===== src/rtl/uart_rx_fifo.sv =====
// uart_rx_fifo
//   Receive-side byte buffer behind the UART receiver. Each rising edge of
//   rx_done stores rx_data. Bytes are popped through rd_en. The block reports
//   the fill level and keeps a sticky overflow flag for bytes that arrive while
//   the buffer is full.
//
//   Optional feature macro: UART_RX_FIFO_FWFT_EN (first-word fall-through).
//     undefined : registered read. A pop at edge N presents rd_data and a
//                 one-cycle rd_valid pulse during cycle N+1.
//     defined   : rd_data always shows the head entry, and rd_valid = ~empty.
//
// Ports
//   clk       system clock, shared with the receiver
//   rst       asynchronous active-high reset
//   rx_data   receiver byte, valid while rx_done is high
//   rx_done   receiver completion flag; only its rising edge writes
//   rd_en     pop request from the consumer
//   rd_data   byte read out of the buffer
//   rd_valid  rd_data is valid (meaning depends on the mode above)
//   empty     count == 0
//   full      count == DEPTH
//   count     number of stored entries
//   overflow  sticky: at least one byte was dropped
//   clr_ovf   synchronous clear of overflow
module uart_rx_fifo #(
  parameter int DEPTH  = 16,
  parameter int DATA_W = 8
) (
  input  logic                     clk,
  input  logic                     rst,
  input  logic [DATA_W-1:0]        rx_data,
  input  logic                     rx_done,
  input  logic                     rd_en,
  output logic [DATA_W-1:0]        rd_data,
  output logic                     rd_valid,
  output logic                     empty,
  output logic                     full,
  output logic [$clog2(DEPTH):0]   count,
  output logic                     overflow,
  input  logic                     clr_ovf
);

  localparam int AW = $clog2(DEPTH);
  localparam logic [AW-1:0] PTR_ONE  = AW'(1);
  localparam logic [AW:0]   CNT_ONE  = (AW+1)'(1);
  localparam logic [AW:0]   CNT_FULL = (AW+1)'(DEPTH);

  logic [DATA_W-1:0] mem [DEPTH];
  logic [AW-1:0]     wr_ptr;
  logic [AW-1:0]     rd_ptr;
  logic              rx_done_q;
  logic              wr;
  logic              wr_ok;
  logic              rd_ok;

  assign empty = (count == '0);
  assign full  = (count == CNT_FULL);

  // A level held high on rx_done yields exactly one write strobe.
  assign wr    = rx_done & ~rx_done_q;
  // full and empty come from the registered count. A pop in the same cycle
  // therefore cannot rescue a write that arrives while the buffer is full.
  assign wr_ok = wr & ~full;
  assign rd_ok = rd_en & ~empty;

  // The storage array has no reset; its contents are don't-care after reset.
  always_ff @(posedge clk) begin
    if (wr_ok) mem[wr_ptr] <= rx_data;
  end

  always_ff @(posedge clk or posedge rst) begin
    if (rst) begin
      rx_done_q <= 1'b0;
      wr_ptr    <= '0;
      rd_ptr    <= '0;
      count     <= '0;
      overflow  <= 1'b0;
    end else begin
      rx_done_q <= rx_done;
      if (wr_ok) wr_ptr <= wr_ptr + PTR_ONE;
      if (rd_ok) rd_ptr <= rd_ptr + PTR_ONE;
      case ({wr_ok, rd_ok})
        2'b10:   count <= count + CNT_ONE;
        2'b01:   count <= count - CNT_ONE;
        default: count <= count;
      endcase
      // When a drop and a clear happen in the same cycle, the drop wins.
      if (wr & full)   overflow <= 1'b1;
      else if (clr_ovf) overflow <= 1'b0;
    end
  end

`ifdef UART_RX_FIFO_FWFT_EN
  // Show 0 while empty so that the reset value of rd_data is defined even
  // though the storage array is not reset.
  assign rd_valid = ~empty;
  assign rd_data  = empty ? '0 : mem[rd_ptr];
`else
  always_ff @(posedge clk or posedge rst) begin
    if (rst) begin
      rd_data  <= '0;
      rd_valid <= 1'b0;
    end else begin
      rd_valid <= rd_ok;
      if (rd_ok) rd_data <= mem[rd_ptr];
    end
  end
`endif

endmodule


===== config.mk =====
export PLATFORM = sky130hd
export DESIGN_NAME = uart_rx_fifo
export DESIGN_NICKNAME = d
export VERILOG_FILES = /design/src/rtl/uart_rx_fifo.sv
export SDC_FILE = /design/constraint.sdc
export NUM_CORES = 1
export LEC_CHECK = 0
export CORE_MARGIN = 2
export CORE_UTILIZATION = 55
export CTS_BUF_LIST = sky130_fd_sc_hd__clkbuf_8
export CTS_CLUSTER_SIZE = 30
export DETAILED_ROUTE_END_ITERATION = 8
export PLACE_DENSITY = 0.74
export SETUP_SLACK_MARGIN = 0.1
export SYNTH_ARGS = -nofsm -noshare
export SYNTH_HDL_FRONTEND = slang
export SYNTH_SLANG_ARGS = --single-unit

===== constraint.sdc =====
create_clock -name clk -period 8.2 [get_ports clk]
set_clock_uncertainty 0.1 [all_clocks]
set_input_delay 1.64 -clock clk [delete_from_list [all_inputs] [get_ports clk]]
set_output_delay 1.64 -clock clk [all_outputs]
set_load 0.01 [all_outputs]

==> results.yml <==
synthesis:
  syn-cell-area_um2: 6030
  netlist_instances: 322
  yosys_warnings: 0
  ys_types: 32
  avgSynthCellArea_um2: 18.7
  syn_nets: 345
  ys_ff_latch: 152
  yosysSeqAreaShare: 0.737
clock_network:
  clk_root_buffer_cell: "clkbuf_8"
  ctsResizeCount: 0
  post-cts-setup-buffers: 0
  cts.sinks: 152
  numCtsBuffers: 17
  clk_pin_slew_ps: 70
  clockBufferDepth: 2
  htree_levels: 4
  clkLatencyLatePin_ps: 440
  cts_tree: "done"
  postCtsHoldBufs: 0
worst_hold_path:
  hold_path.class: "register to register"
drt:
  num_vias: 2976
  drt_iter0_drc: 217
  first_pass_iters: 4
  vias_per_cell: 5.80
  ant_nets: 0
  wl_um: 11000
  wire_per_inst_um: 21.4
  drc_errors: 0
setup_path:
  reg2reg_from: "count[0]"
  crit_start: "rx_done"
  critical_path_required_ps: 8420
  crit_arrival_ps: 4340
  crit_end: "count[4]"
  cp_max_fo: 9
  reg2reg_depth: 10
  cp-start-kind: "primary input"
  r2r_slack_ps: 4730
  endpoint_kind: "register"
  criticalPathCategory: "primary input to register"
  reg2reg_to: "count[4]"
placement:
  place_congestion: 0.743
  io_buffer_count: 29
  place_inst: 482
  place_hpwl_um: 6770
floorplan:
  coreArea_um2: 10700
  initial_core_util: 0.561
  ios: 30
  fp-row-count: 38
  dieWidth_um: 109
  die_area_um2: 11800
  dieHeight_um: 109
final_layout:
  final_cell_mix: "edfxtp_1, mux4_2, nand2_1"
  ff_latch_area_um2: 4440
  fin_nets: 384
  n_antenna_cell: 0
  multiInputGateArea_um2: 1460
  instances_no_fill: 513
  drive_above_1_share: 0.188
  fillers: 762
  areaGrowthSynthToFinish_pct: 14.0
  layout_commonest_cell: "edfxtp_1"
timing:
  max_slew_margin: 0.331
  rsz0062_at_grt: "no"
  min_period_ps: 4130
  hold_ws_ps: 379
  finalCritPeriodShare: 0.503
  setup-violations-final: 0
  finalSetupTns_ps: 0
  max_slew.worst_pin.slew_ps: 1000
  hold_violations: 0
  fmax_ghz: 0.242
  slew_viol_final: 0
run:
  maxCapViolCount: 0
grt:
  grt_pass1_vias: 2986
  antenna_found_initial: 0
  grt_use_total: 0.209
  grt_overflow: 0
  grt_max_degree: 35
  grt_pass1_wl_um: 17100
power:
  power.switching_mw: 0.668
  switching_share: 0.297
  pwr-share-comb: 0.287
  power_density_nw_per_um2: 327
  power.share.clock: 0.263
  internal-power_mw: 1.58
  ir_worst_vdd_uv: 240
  pwr-share-seq: 0.450
  p_leak_nw: 2.35
status:
  status: "finished clean"
## synth_stat cells (all sizes together)
cell type	count	area share
edfxtp	128	0.64
o22ai	1	0.0010
nand3	1	0.00083
mux4	33	0.12
nand4	2	0.0021
nor2b	1	0.0010
or4	1	0.0012
nor3	4	0.0033
xor2	2	0.0029
o21ai	12	0.012
nand2b	4	0.0041
buf	12	0.012
a21oi	2	0.0017
nand2	30	0.019
nor2	14	0.0087
fa	1	0.0033
a21o	1	0.0012
mux2i	8	0.013
or3b	1	0.0015
dfrtp	24	0.10
or2	1	0.0010
nor4	1	0.0010
o221ai	7	0.010
inv	11	0.0068
clkbuf	3	0.0019
xnor2	8	0.012
ha	9	0.019
## registers in the layout, indices dropped and copies added (netlist names)
name and flops:
overflow 1, mem 128, count 5, rd_data 8, rd_ptr 4, wr_ptr 4
rd_valid 1, rx_done_q 1
## per-stage QoR
step | util | total power, mW | area, um^2 | setup slack (ps)
2_1_floorplan | - | 1.47 | 6030 | 4340
3_3_place_gp | 0.601 | 1.67 | 6460 | 3700
3_5_place_dp | 0.601 | 1.68 | 6460 | 3630
4_1_cts | 0.640 | 2.27 | 6880 | 4110
5_1_grt | 0.640 | 2.36 | 6880 | 3860
6_report | 0.640 | 2.25 | 6880 | 4070
## per-layer routing
layer  up-vias  track usage  wire length, um  share of wire
met5         -            0                0              0
met4         0       0.0870              182          0.017
met3        15       0.0502              800          0.073
met2        92        0.316             5430           0.49
met1      1538        0.297             4580           0.42
li1       1331            -                -              -
## power groups by stage
stage | registers [mW] | logic (mW) | clock network, mW
floorplan | 0.998 | 0.472 | 0
global placement | 1.03 | 0.641 | 0
detailed placement | 1.03 | 0.651 | 0
CTS | 1.01 | 0.655 | 0.604
global route | 1.03 | 0.703 | 0.634
finish | 1.01 | 0.645 | 0.592
## worst max-delay path: stages
cell	delay, ps
clkdlybuf4s50_1	470
nand2b_1	80
nor2_1	410
inv_1	100
ha_1	280
ha_1	340
nor2b_1	140
o21ai_0	210
a21oi_1	100
or3b_2	450
xnor2_1	130
## worst min path at each step
stage	start	to	slack, ps	cells past startpoint
after floorplan	rx_done_q	overflow	400	2
after global placement	rd_data[2]	rd_data[2]	360	2
after detailed placement	rd_data[2]	rd_data[2]	370	2
after CTS	rd_data[3]	rd_data[3]	390	2
after global routing	rd_data[5]	rd_data[5]	420	2
final	rd_data[3]	rd_data[3]	380	2
## logic make-up after synthesis
kind of cell / after synthesis / share of synthesized area
AO/OA/AOI/OAI: 23 / 0.0259
adder cells (fa/ha/maj): 10 / 0.0220
flip-flops: 152 / 0.737
AND/OR/NAND/NOR: 60 / 0.0436
multiplexers: 41 / 0.137
XOR/XNOR: 10 / 0.0145
buffers and inverters: 26 / 0.0205
## cell type report
| type | count | area share |
|---|---|---|
| well taps | 140 | 0.0255 |
| clock inverters | 14 | 0.0267 |
| flip-flops and latches | 152 | 0.646 |
| clock buffers | 17 | 0.0340 |
| repair buffers | 35 | 0.0488 |
| multi-input cells | 144 | 0.213 |
| inverters | 11 | 0.00600 |
(Power assumes the default switching activity.)
